## src/rtl/uart_pkg.sv

```systemverilog
// Shared definitions for the wb_uart transmitter and wb_uart_rx receiver.
// Holds the register offsets, the status bit positions and the receive FSM
// state encoding.
package uart_pkg;

  // Register offsets on the 2-bit Wishbone address
  localparam logic [1:0] REG_DATA   = 2'd0;
  localparam logic [1:0] REG_STATUS = 2'd1;

  // Status register bit positions
  localparam int unsigned ST_VALID = 0;
  localparam int unsigned ST_FULL  = 1;
  localparam int unsigned ST_FERR  = 2;
  localparam int unsigned ST_OVR   = 3;
  localparam int unsigned ST_BUSY  = 4;

  // Receive FSM states
  localparam logic [1:0] RX_IDLE  = 2'd0;
  localparam logic [1:0] RX_START = 2'd1;
  localparam logic [1:0] RX_DATA  = 2'd2;
  localparam logic [1:0] RX_STOP  = 2'd3;

endpackage

```

## src/rtl/wb_uart_rx_if.sv

```systemverilog
// Wishbone-classic bus bundle for the UART receiver register port.
//   cyc, stb : bus cycle and (pre-decoded) strobe
//   we       : write enable
//   addr     : 2-bit register offset
//   wdata    : 8-bit write data
//   ack      : one-cycle registered acknowledge
//   stl      : stall, always 0 from this slave
//   rdata    : 8-bit read data, zero outside the ack cycle
interface wb_uart_rx_if;
  logic       cyc;
  logic       stb;
  logic       we;
  logic [1:0] addr;
  logic [7:0] wdata;
  logic       ack;
  logic       stl;
  logic [7:0] rdata;

  modport master (
    output cyc, stb, we, addr, wdata,
    input  ack, stl, rdata
  );

  modport slave (
    input  cyc, stb, we, addr, wdata,
    output ack, stl, rdata
  );
endinterface

```

## src/rtl/uart_rx_fifo.sv

```systemverilog
// Synchronous receive FIFO.
//   clk, reset : clock and asynchronous active-low reset
//   push, din  : write request and byte; ignored when full unless a pop
//                happens in the same cycle
//   pop        : read request; ignored when empty
//   dout       : head entry (combinational)
//   full,empty : occupancy flags
module uart_rx_fifo #(
  parameter int unsigned DEPTH = 4,
  parameter int unsigned WIDTH = 8
) (
  input  logic             clk,
  input  logic             reset,
  input  logic             push,
  input  logic [WIDTH-1:0] din,
  input  logic             pop,
  output logic [WIDTH-1:0] dout,
  output logic             full,
  output logic             empty
);

  localparam int unsigned AW = $clog2(DEPTH);

  logic [WIDTH-1:0] mem [DEPTH];
  logic [AW-1:0]    wptr_q, rptr_q;
  logic [AW:0]      count_q;
  logic             do_push, do_pop;

  assign empty   = (count_q == '0);
  assign full    = (count_q == (AW+1)'(DEPTH));
  assign do_pop  = pop & ~empty;
  // A pop frees the slot in the same cycle, so a full FIFO still accepts.
  assign do_push = push & (~full | do_pop);
  assign dout    = mem[rptr_q];

  always_ff @(posedge clk) begin
    if (do_push) mem[wptr_q] <= din;
  end

  always_ff @(posedge clk or negedge reset) begin
    if (!reset) begin
      wptr_q  <= '0;
      rptr_q  <= '0;
      count_q <= '0;
    end else begin
      if (do_push) wptr_q <= wptr_q + 1'b1;
      if (do_pop)  rptr_q <= rptr_q + 1'b1;
      case ({do_push, do_pop})
        2'b10:   count_q <= count_q + 1'b1;
        2'b01:   count_q <= count_q - 1'b1;
        default: count_q <= count_q;
      endcase
    end
  end

endmodule

```

## src/rtl/wb_uart_rx.sv

```systemverilog
// 8N1 UART receiver with a Wishbone-classic register port.
//   clk       : system clock
//   reset     : asynchronous active-low reset
//   wb        : Wishbone slave bundle (offset 0 DATA, offset 1 STATUS)
//   i_uart_rx : asynchronous serial input, idle high
// STATUS = {3'b0, busy, overrun, frame_err, fifo_full, fifo_not_empty};
// bits 3:2 are write-one-to-clear.
module wb_uart_rx
  import uart_pkg::*;
#(
  parameter int unsigned CLKS_PER_BIT = 434,
  parameter int unsigned FIFO_DEPTH   = 4
) (
  input  logic          clk,
  input  logic          reset,
  wb_uart_rx_if.slave   wb,
  input  logic          i_uart_rx
);

  localparam int unsigned CW = $clog2(CLKS_PER_BIT);
  localparam logic [CW-1:0] HALF_LOAD = CW'(CLKS_PER_BIT / 2 - 1);
  localparam logic [CW-1:0] FULL_LOAD = CW'(CLKS_PER_BIT - 1);

  // Synchroniser
  logic rx_meta_q, rx_sync_q;

  always_ff @(posedge clk or negedge reset) begin
    if (!reset) begin
      rx_meta_q <= 1'b1;
      rx_sync_q <= 1'b1;
    end else begin
      rx_meta_q <= i_uart_rx;
      rx_sync_q <= rx_meta_q;
    end
  end

  // Receive FSM
  logic [1:0]    state_q, state_d;
  logic [CW-1:0] ccnt_q, ccnt_d;
  logic [2:0]    bcnt_q, bcnt_d;
  logic [7:0]    shreg_q, shreg_d;
  logic          stop_sample;

  always_comb begin
    state_d     = state_q;
    ccnt_d      = ccnt_q;
    bcnt_d      = bcnt_q;
    shreg_d     = shreg_q;
    stop_sample = 1'b0;
    case (state_q)
      RX_IDLE: begin
        if (!rx_sync_q) begin
          ccnt_d  = HALF_LOAD;
          state_d = RX_START;
        end
      end
      RX_START: begin
        if (ccnt_q == '0) begin
          if (!rx_sync_q) begin
            state_d = RX_DATA;
            bcnt_d  = 3'd0;
            ccnt_d  = FULL_LOAD;
          end else begin
            state_d = RX_IDLE;  // glitch: line was high again mid start bit
          end
        end else begin
          ccnt_d = ccnt_q - 1'b1;
        end
      end
      RX_DATA: begin
        if (ccnt_q == '0) begin
          shreg_d = {rx_sync_q, shreg_q[7:1]};
          ccnt_d  = FULL_LOAD;
          if (bcnt_q == 3'd7) state_d = RX_STOP;
          else                bcnt_d  = bcnt_q + 3'd1;
        end else begin
          ccnt_d = ccnt_q - 1'b1;
        end
      end
      RX_STOP: begin
        if (ccnt_q == '0) begin
          stop_sample = 1'b1;
          state_d     = RX_IDLE;
        end else begin
          ccnt_d = ccnt_q - 1'b1;
        end
      end
      default: state_d = RX_IDLE;
    endcase
  end

  always_ff @(posedge clk or negedge reset) begin
    if (!reset) begin
      state_q <= RX_IDLE;
      ccnt_q  <= '0;
      bcnt_q  <= '0;
      shreg_q <= '0;
    end else begin
      state_q <= state_d;
      ccnt_q  <= ccnt_d;
      bcnt_q  <= bcnt_d;
      shreg_q <= shreg_d;
    end
  end

  // Bus decode
  logic req, rd_data_req, wr_status;

  assign req         = wb.cyc & wb.stb;
  assign rd_data_req = req & ~wb.we & (wb.addr == REG_DATA);
  assign wr_status   = req & wb.we & (wb.addr == REG_STATUS);

  // FIFO
  logic       fifo_push, fifo_pop, fifo_full, fifo_empty;
  logic [7:0] fifo_dout;

  assign fifo_push = stop_sample & rx_sync_q;
  assign fifo_pop  = rd_data_req;

  uart_rx_fifo #(
    .DEPTH (FIFO_DEPTH),
    .WIDTH (8)
  ) u_fifo (
    .clk   (clk),
    .reset (reset),
    .push  (fifo_push),
    .din   (shreg_q),
    .pop   (fifo_pop),
    .dout  (fifo_dout),
    .full  (fifo_full),
    .empty (fifo_empty)
  );

  // Error flags; a hardware set beats a same-cycle W1C.
  logic frame_err_q, frame_err_d, overrun_q, overrun_d;
  logic ferr_set, ovr_set;

  assign ferr_set = stop_sample & ~rx_sync_q;
  // A same-cycle pop makes room, so a full FIFO only overruns without one.
  assign ovr_set  = fifo_push & fifo_full & ~(fifo_pop & ~fifo_empty);

  always_comb begin
    frame_err_d = (frame_err_q & ~(wr_status & wb.wdata[ST_FERR])) | ferr_set;
    overrun_d   = (overrun_q & ~(wr_status & wb.wdata[ST_OVR])) | ovr_set;
  end

  always_ff @(posedge clk or negedge reset) begin
    if (!reset) begin
      frame_err_q <= 1'b0;
      overrun_q   <= 1'b0;
    end else begin
      frame_err_q <= frame_err_d;
      overrun_q   <= overrun_d;
    end
  end

  // Read mux and registered response
  logic [7:0] status, rd_mux, rdata_d;
  logic       ack_q;
  logic [7:0] rdata_q;

  always_comb begin
    status           = 8'h00;
    status[ST_VALID] = ~fifo_empty;
    status[ST_FULL]  = fifo_full;
    status[ST_FERR]  = frame_err_q;
    status[ST_OVR]   = overrun_q;
    status[ST_BUSY]  = (state_q != RX_IDLE);
    case (wb.addr)
      REG_DATA:   rd_mux = fifo_empty ? 8'h00 : fifo_dout;
      REG_STATUS: rd_mux = status;
      default:    rd_mux = 8'h00;
    endcase
    // Zero outside read acks keeps the shared SoC read bus clean.
    rdata_d = (req & ~wb.we) ? rd_mux : 8'h00;
  end

  always_ff @(posedge clk or negedge reset) begin
    if (!reset) begin
      ack_q   <= 1'b0;
      rdata_q <= 8'h00;
    end else begin
      ack_q   <= req;
      rdata_q <= rdata_d;
    end
  end

  assign wb.ack   = ack_q;
  assign wb.rdata = rdata_q;
  assign wb.stl   = 1'b0;

  logic unused_wdata;
  assign unused_wdata = ^{wb.wdata[7:4], wb.wdata[1:0]};

endmodule

```

## src/flat_wrapper.sv

```systemverilog
// flat-port wrapper written by rule: the top's interface ports become plain ports
module wb_uart_rx_flat import uart_pkg::*;
#(
  parameter int unsigned CLKS_PER_BIT = 434,
  parameter int unsigned FIFO_DEPTH   = 4
)
  (clk, reset, i_uart_rx, wb_cyc, wb_stb, wb_we, wb_addr, wb_wdata, wb_ack, wb_stl, wb_rdata);
  wb_uart_rx_if wb_i ();
  input  logic clk;
  input  logic reset;
  input  logic i_uart_rx;
  input wire logic [$bits(wb_i.cyc)-1:0] wb_cyc;
  input wire logic [$bits(wb_i.stb)-1:0] wb_stb;
  input wire logic [$bits(wb_i.we)-1:0] wb_we;
  input wire logic [$bits(wb_i.addr)-1:0] wb_addr;
  input wire logic [$bits(wb_i.wdata)-1:0] wb_wdata;
  output wire logic [$bits(wb_i.ack)-1:0] wb_ack;
  output wire logic [$bits(wb_i.stl)-1:0] wb_stl;
  output wire logic [$bits(wb_i.rdata)-1:0] wb_rdata;
  assign wb_i.cyc = wb_cyc;
  assign wb_i.stb = wb_stb;
  assign wb_i.we = wb_we;
  assign wb_i.addr = wb_addr;
  assign wb_i.wdata = wb_wdata;
  assign wb_ack = wb_i.ack;
  assign wb_stl = wb_i.stl;
  assign wb_rdata = wb_i.rdata;
  wb_uart_rx #(.CLKS_PER_BIT(CLKS_PER_BIT), .FIFO_DEPTH(FIFO_DEPTH)) u_core (.clk(clk), .reset(reset), .wb(wb_i), .i_uart_rx(i_uart_rx));
endmodule
```

## config.mk

```make
export PLATFORM = sky130hd
export DESIGN_NAME = wb_uart_rx_flat
export DESIGN_NICKNAME = d
export VERILOG_FILES = /design/src/rtl/uart_pkg.sv /design/src/rtl/wb_uart_rx_if.sv /design/src/rtl/uart_rx_fifo.sv /design/src/rtl/wb_uart_rx.sv /design/src/flat_wrapper.sv
export SDC_FILE = /design/constraint.sdc
export NUM_CORES = 1
export LEC_CHECK = 0
export CORE_MARGIN = 2
export CORE_UTILIZATION = 55
export DETAILED_ROUTE_END_ITERATION = 16
export HOLD_SLACK_MARGIN = 0.1
export PLACE_DENSITY = 0.83
export SYNTH_ARGS = -nofsm -noshare
export SYNTH_HDL_FRONTEND = slang
export SYNTH_SLANG_ARGS = --single-unit
export TNS_END_PERCENT = 100
```

## constraint.sdc

```tcl
create_clock -name clk -period 8.82 [get_ports clk]
set_clock_uncertainty 0.1 [all_clocks]
set_input_delay 0.882 -clock clk [delete_from_list [all_inputs] [get_ports clk]]
set_output_delay 0.882 -clock clk [all_outputs]
set_load 0.005 [all_outputs]
```

== Word-level counts from Yosys, hierarchy flattened ==
Memory sizes are Yosys's and may differ from the RTL's.
Index checks and enable logic that the tools add are counted.
Word-level totals
  input port bits: 16
  output and inout port bits: 10
  ROM bits: 0
  memories: 1
  bits in latches: 0
  memory bits (writable): 32
  flip-flop bits (word level): 42
Memory list
  u_core.u_fifo.mem: depth 4, bits a word 8, rd ports 1, clocked after memory_dff 0, write ports 1, line uart_rx_fifo.sv:24  | logic [WIDTH-1:0] mem [DEPTH];
Cells by class
  muxes and demuxes: 26
  shift operators: 0
  $add $sub $neg: 6
  equality and inequality tests: 17
  reductions and logical operators: 11
  bitwise gates (word level): 25
  div/mod/pow operators: 0
  multiply operators: 0
  magnitude comparators: 0
Operators by type and width (number)
  9-bit two-way mux: 5
  9-bit case mux with 4 select lines: 1
  8-bit two-way mux: 2
  8-bit case mux with 2 select lines: 1
  1-bit AND: 15
  2-bit two-way mux: 6
  3-bit two-way mux: 4
  3-bit case mux with 2 select lines: 2
  5-bit AND reduction: 2
  9-bit zero test: 1
  9-bit by 1-bit subtractor with 9-bit output, second input constant: 1
  2-bit by 1-bit != test with 1-bit output, second input constant: 4
  2-bit != test, second input constant: 4
  2-bit case mux with 4 select lines: 1
  1-bit inverter: 7
  3-bit by 1-bit adder with 3-bit output, second input constant: 2
  2-bit by 1-bit == test with 1-bit output, second input constant: 3
  2-bit == test, second input constant: 3
  3-bit == test, second input constant: 2
  2-bit nonzero test: 3
  2-bit by 1-bit adder with 2-bit output, second input constant: 2
  2-bit zero test: 2
  1-bit two-way mux: 4
  3-bit zero test: 1
  5 further kinds: 7

== Longest topological paths before layout ==
  word-level depth: 8
  mapped depth: 14
  depth with buffers taken out: 12

== By module ==
Synthesis repeated with hierarchy kept, for this count alone.
Unflattened totals
  cell total of the unflattened synthesis: 248
  area, all modules: 3357.0 um^2
Modules (own cells, without submodules)
  wb_uart_rx: cells an instance 168, times used 1, area an instance 1769.2 um^2, seq. area each 878.3 um^2
  uart_rx_fifo: cells an instance 80, times used 1, area an instance 1587.8 um^2, seq. area each 1136.1 um^2

== Worst setup path after synthesis ==
OpenSTA, ideal clock, no wires.
  path type: in2reg
  start point: input wb_addr[1]
  end point: register u_core.u_fifo.count_q[2]
  arrival: 2997 ps
  required time: 8641 ps
  path slack: 5644 ps
  cell stages on the path: 9
  path through: nor4bb_1 o31ai_1 nor2_1 ha_1 inv_1 fa_1 xor2_1 nor2_1 xor2_1
On the way
  word-level cells in the longest chain between the ends: 7
  elaborated cells between the ends (all ways): 9
  those cells by class: eq/ne: 2; mux: 1; bitwise: 4; reduce/logical: 2
RTL lines
  start, declared: line flat_wrapper.sv:15  | input wire logic [$bits(wb_i.addr)-1:0] wb_addr;
  2-bit zero test (*): line wb_uart_rx.sv:110  | assign rd_data_req = req & ~wb.we & (wb.addr == REG_DATA);
  1-bit AND (*): line wb_uart_rx.sv:110
  1-bit AND (*): line uart_rx_fifo.sv:31  | assign do_pop = pop & ~empty;
  net u_core.u_fifo.do_pop: line uart_rx_fifo.sv:27  | logic do_push, do_pop;
  1-bit OR: line uart_rx_fifo.sv:33  | assign do_push = push & (~full | do_pop);
  1-bit AND: line uart_rx_fifo.sv:33
  2-bit by 1-bit == test with 1-bit output or 2-bit == test (tied branches): line uart_rx_fifo.sv:48  | case ({do_push, do_pop})
  3-bit case mux with 2 select lines or 2-bit nonzero test (tied branches)
  end signal, assigned: line uart_rx_fifo.sv:49  | 2'b10: count_q <= count_q + 1'b1;
  end signal, assigned: line uart_rx_fifo.sv:50  | 2'b01: count_q <= count_q - 1'b1;
  end signal, assigned: line uart_rx_fifo.sv:51  | default: count_q <= count_q;
  end, declared: line uart_rx_fifo.sv:26  | logic [AW:0] count_q;
The timed path passes the listed nets; every way through them passes the cells marked *.
A chain may end at the register's enable or synchronous reset.

== Worst setup path in the final report ==
  start point: input wb_cyc
  end point: register u_core.u_fifo.count_q[2]
On the way
  word-level cells in the longest chain between the ends: 8
  elaborated cells between the ends (all ways): 10
  those cells by class: eq/ne: 2; mux: 1; bitwise: 6; reduce/logical: 1
RTL lines
  start, declared: line flat_wrapper.sv:12  | input wire logic [$bits(wb_i.cyc)-1:0] wb_cyc;
  1-bit AND (*): line wb_uart_rx.sv:109  | assign req = wb.cyc & wb.stb;
  1-bit AND (*) (2 in series): line wb_uart_rx.sv:110
  1-bit AND (*): line uart_rx_fifo.sv:31
  net u_core.u_fifo.do_pop: line uart_rx_fifo.sv:27
  1-bit OR: line uart_rx_fifo.sv:33
  1-bit AND: line uart_rx_fifo.sv:33
  2-bit by 1-bit == test with 1-bit output or 2-bit == test (tied branches): line uart_rx_fifo.sv:48
  3-bit case mux with 2 select lines or 2-bit nonzero test (tied branches)
Marks and branches as above.

==> impl_metrics.tcl <==
set metrics [dict create \
    die_w_um 81.0 \
    cellLeakagePower_nw 1.62 \
    criticalPathCategory "in2reg" \
    port_buffers 18 \
    cts_hold_repair.buffers 0 \
    drt_iter0_drc 205 \
    clk_path_buf_depth 2 \
    crit_arrival_ps 4020 \
    die_y_um 81.0 \
    slew_violations 0 \
    syn_nets 268 \
    htreeDepth 3 \
    initial_core_util_pct 56.1 \
    status "completed" \
    tightest_slew_ps 903 \
    viasPerCell 5.89 \
    ys_types 49 \
    grt_pass1_wl_mm 9.47 \
    cts_buffers 9 \
    finalInstanceArea_mm2 0.00374 \
    drive_gt1_share_pct 15.8 \
    switching_share_pct 23.3 \
    worstHoldStart "u_core.rx_meta_q$_DFF_PN1_" \
    setup_slack_ps 4980 \
    rows 28 \
    numClockSinks 74 \
    root_buffer "clkbuf_8" \
    internal_power_mw 0.591 \
    cts_tree "done" \
    worstSetupStartpointType "input port" \
    timing.rr.start "u_core.ccnt_q[0]$_DFFE_PN0P_" \
    firstDrtPassIters 5 \
    grt_max_degree 43 \
    crit_required_ps 9010 \
    p_switching_mw 0.180 \
    dp_hpwl_mm 3.85 \
    ir_worst_vdd_mv 0.128 \
    final_common_cell "dfrtp_1" \
    ff2ff_path_depth 12 \
    grt_pass1_vias 2012 \
    p_seq_share_pct 51.9 \
    dp_slack_ps 4690 \
    power_mw 0.771 \
    grt_setup_unrepaired "false" \
    ant_nets 0 \
    clkLatencyLatePin_ps 350 \
    vias 2001 \
    cts.reportedPaths.clkPinSlew_ps 80 \
    fin_hold_ws_ps 255 \
    setup_tns_ps 0 \
    place_area_mm2 0.00349 \
    max_freq_mhz 261 \
    drc 0 \
    antenna_found_initial 0 \
    avgRoutedWirePerCell_um 17.3 \
    syn_area_mm2 0.00326 \
    syn_area_per_cell_um2 13.7 \
    crit_fanout 9 \
    min_to "u_core.rx_sync_q$_DFF_PN1_" \
    ys_ff_latch 74 \
    r2r_slack_ps 5390 \
    r2r-end "u_core.u_fifo.count_q[2]$_DFFE_PN0P_" \
    finalHoldViolations 0 \
    p_per_area_mw_per_mm2 206 \
    async_flop_share_pct 56.8 \
    postCtsSetupRepairBufs 0 \
    grt_overflow 0 \
    synth-main-ff-cell "dfrtp_1" \
    finalCriticalPeriod_ps 3840 \
    place_congestion 0.853 \
    die-area_mm2 0.00657 \
    core_area_mm2 0.00582 \
    cap_violations 0 \
    finalCritPeriodShare_pct 43.5 \
    whs_path_depth 0 \
    seq_area_frac_synth_pct 61.7 \
    min_path_type "reg2reg" \
    end_kind "register" \
    synth_edf_count 32 \
    p_comb_share_pct 6.7 \
    setup_viol 0 \
    wirelength_mm 5.88 \
    area_growth_pct 14.5 \
    yosysWarnings 0 \
    clock_power_share_pct 41.4 \
    fin_nets 289 \
    grtUsageTotal_pct 19.9 \
    synthCells 239 \
    antenna_cells 0 \
    relSlewSlack_pct 39.8 \
    ioPinCount 26 \
    cts_resized 0 \
    final_cell_mix "40 x dfrtp_1, 32 x edfxtp_1, 17 x inv_1, 17 x clkdlybuf4s50_1, 16 x nor2_1" \
]
## cell usage after synthesis, types with 2 or more instances
master	count	area, µm²
dfrtp_1	40	1000
edfxtp_1	32	961
inv_1	17	63.8
nor2_1	16	60.1
ha_1	12	150
o21ai_0	12	60.1
nand2_1	11	41.3
mux2_2	9	101
mux4_2	8	180
and2_1	7	43.8
a21oi_1	6	30.0
nor3_1	5	25.0
clkbuf_1	4	15.0
o31ai_1	4	30.0
a22o_1	3	26.3
nand2b_1	3	18.8
nor4_1	3	18.8
o22a_1	3	26.3
or3_1	3	18.8
xnor2_1	3	26.3
xor2_1	3	26.3
a21o_1	2	15.0
a32o_1	2	20.0
dfstp_2	2	52.6
nand3_1	2	10.0
o21a_1	2	15.0
o221ai_1	2	17.5
or2_2	2	12.5
## through the flow
step | utilization (%) | cells
final | 64.3 | 340
after floorplan | - | 239
after global placement | 60.0 | 324
after global routing | 64.3 | 340
after CTS | 64.3 | 340
after detailed placement | 60.0 | 324
## cells by family after synthesis
| group | Yosys count | synth area share (%) |
|---|---|---|
| adder cells (fa/ha/maj) | 13 | 5.21 |
| AND/OR/NAND/NOR | 57 | 9.36 |
| other | 1 | 0.115 |
| buffers and inverters | 25 | 3.26 |
| flip-flops | 74 | 61.7 |
| AO/OA/AOI/OAI | 44 | 9.43 |
| multiplexers | 19 | 9.28 |
| XOR/XNOR | 6 | 1.61 |
## worst max path at each step
stage	start	end	cells after the start
4_1_cts	wb_cyc	u_core.u_fifo.count_q[2]$_DFFE_PN0P_	10
3_3_place_gp	wb_cyc	u_core.u_fifo.count_q[2]$_DFFE_PN0P_	10
3_5_place_dp	wb_cyc	u_core.u_fifo.count_q[2]$_DFFE_PN0P_	10
5_1_grt	wb_cyc	u_core.u_fifo.count_q[2]$_DFFE_PN0P_	10
6_report	wb_cyc	u_core.u_fifo.count_q[2]$_DFFE_PN0P_	10
2_1_floorplan	wb_addr[1]	u_core.u_fifo.count_q[2]$_DFFE_PN0P_	9
## critical path: stages
cell	delay (ps)
clkdlybuf4s50_1	470
nor4bb_1	760
o31ai_1	290
nor2_1	510
ha_1	290
inv_1	60
fa_1	370
xor2_1	150
nor2_1	110
xor2_1	140
## layout make-up
cell class / instances / area (µm²)
Fill cell: 427 / 2080
Sequential cell: 74 / 2010
Multi-Input combinational cell: 140 / 1140
Timing Repair Buffer: 18 / 175
Clock buffer: 9 / 124
Clock inverter: 7 / 124
Tap cell: 75 / 93.8
Inverter: 17 / 63.8
## state kept, by name, summed over array words and instances, names as in the netlist, named ones only
name,flops
u_core.ccnt_q,9
u_core.rx_meta_q,1
u_core.u_fifo.wptr_q,2
u_core.wb.ack,1
u_core.rx_sync_q,1
u_core.wb.rdata,8
u_core.overrun_q,1
u_core.u_fifo.rptr_q,2
u_core.u_fifo.count_q,3
u_core.u_fifo.mem,32
u_core.shreg_q,8
u_core.state_q,1
u_core.bcnt_q,3
u_core.frame_err_q,1
## power by group through the flow
stage	Combinational [mW]	Sequential (mW)	Clock [mW]
2_1_floorplan	0.0546	0.384	0
3_3_place_gp	0.0490	0.406	0
3_5_place_dp	0.0513	0.408	0
4_1_cts	0.0524	0.401	0.323
5_1_grt	0.0562	0.404	0.337
6_report	0.0516	0.401	0.319
## layer usage
layer | up-vias | share of wire [%] | track usage [%]
met5 | - | 0 | 0
met4 | 0 | 2.1 | 7.63
met3 | 11 | 6.6 | 6.78
met2 | 73 | 51 | 34.1
met1 | 999 | 41 | 23.0
li1 | 918 | - | -
Note: power is estimated with default switching activity, not from simulation.
